[config.mk]
export PLATFORM = sky130hd
export DESIGN_NAME = exe_issue
export DESIGN_NICKNAME = d
export VERILOG_FILES = /design/src/rtl/exe_issue.sv
export SDC_FILE = /design/constraint.sdc
export NUM_CORES = 1
export LEC_CHECK = 0
export BUFFER_PORTS_ARGS = -buffer_cell sky130_fd_sc_hd__buf_2
export CAP_MARGIN = 40
export CORE_ASPECT_RATIO = 0.6
export CORE_MARGIN = 5
export CORE_UTILIZATION = 30
export CTS_CLUSTER_SIZE = 12
export DETAILED_ROUTE_END_ITERATION = 10
export MAX_ROUTING_LAYER = met4
export PLACE_DENSITY_LB_ADDON = 0.3
export SLEW_MARGIN = 30
export SYNTH_ARGS = -nofsm -noshare
export SYNTH_HDL_FRONTEND = slang
export SYNTH_SLANG_ARGS = --single-unit
export TNS_END_PERCENT = 50
[constraint.sdc]
create_clock -name clk -period 1.7 [get_ports clk]
set_input_delay 0.34 -clock clk [delete_from_list [all_inputs] [get_ports clk]]
set_output_delay 0.34 -clock clk [all_outputs]
set_load 0.005 [all_outputs]
[src/rtl/exe_issue.sv]
// exe_issue: two-entry skid buffer between decode and the ALU.
// Define EXE_ISSUE_FWD_EN to snoop the writeback bus into buffered operands.
package alufnt;
  typedef enum logic [2:0] {
    add  = 3'd0,
    sub  = 3'd1,
    sll  = 3'd2,
    srl  = 3'd3,
    sra  = 3'd4,
    bxor = 3'd5,
    bor  = 3'd6,
    band = 3'd7
  } alu_func_t;
endpackage

module exe_issue
  import alufnt::*;
#(
  parameter int REGIDX_W = 5
) (
  input  logic                clk,
  input  logic                rst,
  input  logic                flush,
  input  logic                in_valid,
  output logic                in_ready,
  input  alu_func_t           in_fn,
  input  logic [REGIDX_W-1:0] in_rs1_idx,
  input  logic [REGIDX_W-1:0] in_rs2_idx,
  input  logic [31:0]         in_rs1_val,
  input  logic [31:0]         in_rs2_val,
  input  logic                in_use_imm,
  input  logic [31:0]         in_imm,
  input  logic [REGIDX_W-1:0] in_rd_idx,
  input  logic                wb_valid,
  input  logic [REGIDX_W-1:0] wb_rd_idx,
  input  logic [31:0]         wb_data,
  output logic                out_valid,
  input  logic                out_ready,
  output alu_func_t           fn,
  output logic [31:0]         in1,
  output logic [31:0]         in2,
  output logic [REGIDX_W-1:0] rd_idx
);

  typedef struct packed {
    logic                v;
    alu_func_t           fn;
    logic [REGIDX_W-1:0] rs1_idx;
    logic [REGIDX_W-1:0] rs2_idx;
    logic [31:0]         rs1_val;
    logic [31:0]         rs2_val;
    logic                use_imm;
    logic [31:0]         imm;
    logic [REGIDX_W-1:0] rd_idx;
  } ent_t;

  ent_t main_q, main_d;
  ent_t skid_q, skid_d;
  ent_t new_op;
  ent_t main_s, skid_s;
  logic acc;
  logic emit;

`ifdef EXE_ISSUE_FWD_EN
  function automatic ent_t snoop(
    input ent_t                e,
    input logic                wv,
    input logic [REGIDX_W-1:0] widx,
    input logic [31:0]         wdat
  );
    ent_t r;
    r = e;
    // x0 is never forwarded; its captured zero stays put
    if (wv && r.v && (widx != '0)) begin
      if (r.rs1_idx == widx) r.rs1_val = wdat;
      if (r.rs2_idx == widx) r.rs2_val = wdat;
    end
    return r;
  endfunction
`else
  logic unused_ok;
  assign unused_ok = ^{wb_valid, wb_rd_idx, wb_data,
                       main_q.rs1_idx, main_q.rs2_idx};
`endif

  assign acc  = in_valid && in_ready;
  assign emit = out_valid && out_ready;

  always_comb begin
    new_op         = '0;
    new_op.v       = 1'b1;
    new_op.fn      = in_fn;
    new_op.rs1_idx = in_rs1_idx;
    new_op.rs2_idx = in_rs2_idx;
    new_op.rs1_val = in_rs1_val;
    new_op.rs2_val = in_rs2_val;
    new_op.use_imm = in_use_imm;
    new_op.imm     = in_imm;
    new_op.rd_idx  = in_rd_idx;
`ifdef EXE_ISSUE_FWD_EN
    new_op = snoop(new_op, wb_valid, wb_rd_idx, wb_data);
    main_s = snoop(main_q, wb_valid, wb_rd_idx, wb_data);
    skid_s = snoop(skid_q, wb_valid, wb_rd_idx, wb_data);
`else
    main_s = main_q;
    skid_s = skid_q;
`endif
  end

  always_comb begin
    main_d = main_s;
    skid_d = skid_s;
    if (emit) begin
      if (skid_q.v) begin
        main_d   = skid_s;
        skid_d.v = 1'b0;
      end else begin
        main_d.v = 1'b0;
      end
    end
    // in_ready implies skid is empty, so a draining main takes the new op
    if (acc) begin
      if (!main_q.v || emit) main_d = new_op;
      else                   skid_d = new_op;
    end
    if (flush) begin
      main_d.v = 1'b0;
      skid_d.v = 1'b0;
    end
  end

  always_ff @(posedge clk) begin
    if (rst) begin
      main_q <= '0;
      skid_q <= '0;
    end else begin
      main_q <= main_d;
      skid_q <= skid_d;
    end
  end

  assign in_ready  = !skid_q.v;
  assign out_valid = main_q.v;
  assign fn        = main_q.fn;
  assign in1       = main_q.rs1_val;
  assign in2       = main_q.use_imm ? main_q.imm : main_q.rs2_val;
  assign rd_idx    = main_q.rd_idx;

  a_skid_implies_main: assert property (
    @(posedge clk) disable iff (rst) skid_q.v |-> main_q.v
  );

endmodule

==> run metrics <==
Netlist cell types 23; Post-CTS Setup Inserts 0; fin crit period 1920 ps; Detail Route Antenna Nets 0; WP data required 1360 ps; initial antenna violation count 5; #FFs+latches synth roughly 210; Seq/Total Area, Yosys 45.8%; crit-path max FO 18; part of the power in registers a little under half; Cells after Synth 1143; Max Cap Viol 0; dpl ws 18.3 ps; Clock Power Share a little over two fifths; Design Area, Final 0.0115 mm2; internal power 8.61 mW; Slew HR between 70% and 80%; Clock Skew 8.37 ps; clock sinks 212; Final setup viols 32; Hold Path Class input pin to register; Die Height 146 um; worst-margin pin slew ~430 ps; Layout area overhead 24.1%; vias in the first global route 8156; Sw Pwr around 2.9 mW; largest net degree at the start of global routing a little under 60; Core Box Area 0.0302 mm2; Worst setup EP type output pin; effective utilization at floorplan between 30 and 40%; final count of pins violating max slew 0; Reg2Reg Depth 5; critical path class register to output pin; Syn Std Cell Area 0.00927 mm2; DP Wirelength 18500 um; cells along the critical path buf_12 > mux2_2 > buf_2; Routed WL 29100 um; Ports 232; RSZ-0062 raised after global routing yes; Die ar. around 0.035 mm2; first-pass GRT wire length about 46000 um; IO buf count 183; H-Tree Level Count 1; fill count 3089; Final period util 113%; Clock Latency Late Sink between 500 and 600 ps; total grt overflow 0; HP Start in_rs1_val[23]; placed cell area 0.0106 mm2; drt initial violations 721; total power of the final layout 11.5 mW; Worst Setup SP main_q[37]; TritonCTS clock tree yes; Gate power share between 10% and 20%; delay-heaviest family, CP flip-flops; Setup WS post-layout -225 ps; fin util 38.0%; status finished with violations; Final nets 1399; total CTS buffers 23; Worst EP arrival 1580 ps; failing checks setup timing; hold depth 3; Yosys warnings 0; Worst path max stage delay roughly 370 ps; row count 49; clock-pin slew on the worst setup and hold paths 60 ps; PD cells between 1000 and 1500 mW/mm2; layout cells sized above 1 27.0%; Root Buffer clkbuf_16; routed len/inst 17.5 um; Die X 237 um; Buffers & Inverters on Critical Path 2; FMAX 0.520 GHz; DR vias about 8300; Avg Inst Size Synth about 8.1 um2; leakage around 4.2 nW; R2R Path Start skid_q[115]; Max VDD drop 0.000549 V; Vias per Instance 5.01; Crit-path slowest cell dfxtp_4; DR pass1 iterations 5; switching share of power 25.1%; routability cong. 0.781; syn_nets 1301; Max clock buf depth 3; WP depth 3; Post-route DRC 0; crit path launch type register; final count of hold timing violations 0; GRT Util Overall between 10% and 20%
final cells by class:
type | count | area (um2) | share of cell area (%)
clock buffer | 32 | 639 | 5.56
sequential | 212 | 4250 | 37.0
clock inverter | 6 | 58.8 | 0.511
multi-input combinational | 778 | 4380 | 38.1
timing repair buffer | 224 | 1640 | 14.3
tap | 408 | 510 | 4.44
antenna | 5 | 12.5 | 0.109
inverter | 2 | 7.51 | 0.0653
worst register-to-register path, cell delays in order (launching register included):
cell      delay, ps
dfxtp_2         400
buf_4           170
and3_4          250
buf_4           260
nand2_1         110
a311oi_1        310
cell families after synthesis:
| logic type | after synthesis | share of synthesized area (%) |
|---|---|---|
| compound gates | 214 | 18.6 |
| buf+inv | 153 | 8.43 |
| flops | 212 | 45.8 |
| mux | 32 | 3.89 |
| simple gates | 532 | 23.2 |
layer usage:
metal	GRT usage, %	part of all wire [%]	wire, um
met3	3.58	6.0	1740
met1	23.5	49	14200
met4	3.37	1.9	558
met2	24.3	43	12600
met5	-	0	0
synthesized netlist by cell type:
master | count | area [um2]
nand4bb_1 | 1 | 11.3
nand2_1 | 420 | 1580
clkbuf_1 | 93 | 349
dfxtp_1 | 212 | 4240
a211oi_1 | 1 | 7.51
or2_1 | 1 | 6.26
nand2b_1 | 1 | 6.26
nor4bb_1 | 1 | 10.0
nand3_1 | 1 | 5.00
and3_1 | 1 | 6.26
nor2b_1 | 1 | 6.26
buf_2 | 9 | 45.0
a21oi_1 | 106 | 531
buf_4 | 44 | 330
a311oi_2 | 41 | 616
mux2_2 | 32 | 360
o21ai_0 | 1 | 5.00
a311oi_1 | 64 | 561
buf_1 | 1 | 3.75
a2111oi_0 | 1 | 8.76
inv_1 | 2 | 7.51
nor3_1 | 105 | 526
buf_6 | 4 | 45.0
per-stage QoR:
step | instances | hold slack (ps) | TNS [ps]
after global routing | 1667 | 53.1 | -7980
after floorplan | 1143 | 418 | 0
after CTS | 1662 | 40.9 | -7280
final | 1667 | 68.1 | -6130
after detailed placement | 1623 | 447 | 0
after global placement | 1623 | 442 | 0
power by group through the flow:
stage                     Combinational, mW  Clock (mW)  Sequential (mW)
after global routing                   1.51        5.18             5.34
final                                  1.38        4.81             5.32
after global placement                 1.28           0             5.42
after CTS                              1.38        4.97             5.32
after floorplan                       0.802           0             5.39
after detailed placement               1.29           0             5.42
final timing paths:
path / end / slack, ps
hold / removal: skid_q[93] / 70
hold reg to reg: skid_q[52] / 450
setup / recovery: in2[8] / -220
setup reg to reg: in1[21] / 100
registers in the layout, summed over array words and instances (netlist names):
register   flops
skid_q       106
rd_idx         5
main_q        65
in1           32
fn             3
out_valid      1
timing repair:
action | in CTS | in global routing
gates resized for setup | 37 | 5
hold buffers | 1 | 0
setup endpoints to repair | 32 | 84
cloned | 0 | 0
hold endpoints to repair | 1 | 0
placed cells by master (no fill, tap or decap), types with 2 or more instances in the layout:
cell type,synthesis,routed
a21oi_1,106,106
a311oi_1,64,64
a311oi_2,41,41
buf_12,0,24
buf_2,9,165
buf_4,44,16
buf_6,4,18
clkbuf_1,93,6
clkbuf_16,0,23
clkbuf_8,0,3
clkinv_2,0,4
dfxtp_1,212,209
dfxtp_2,0,2
diode_2,0,5
inv_1,2,2
mux2_2,32,13
mux2_4,0,19
nand2_1,420,420
nor3_1,105,105
Power figures use the tool's default switching activity.
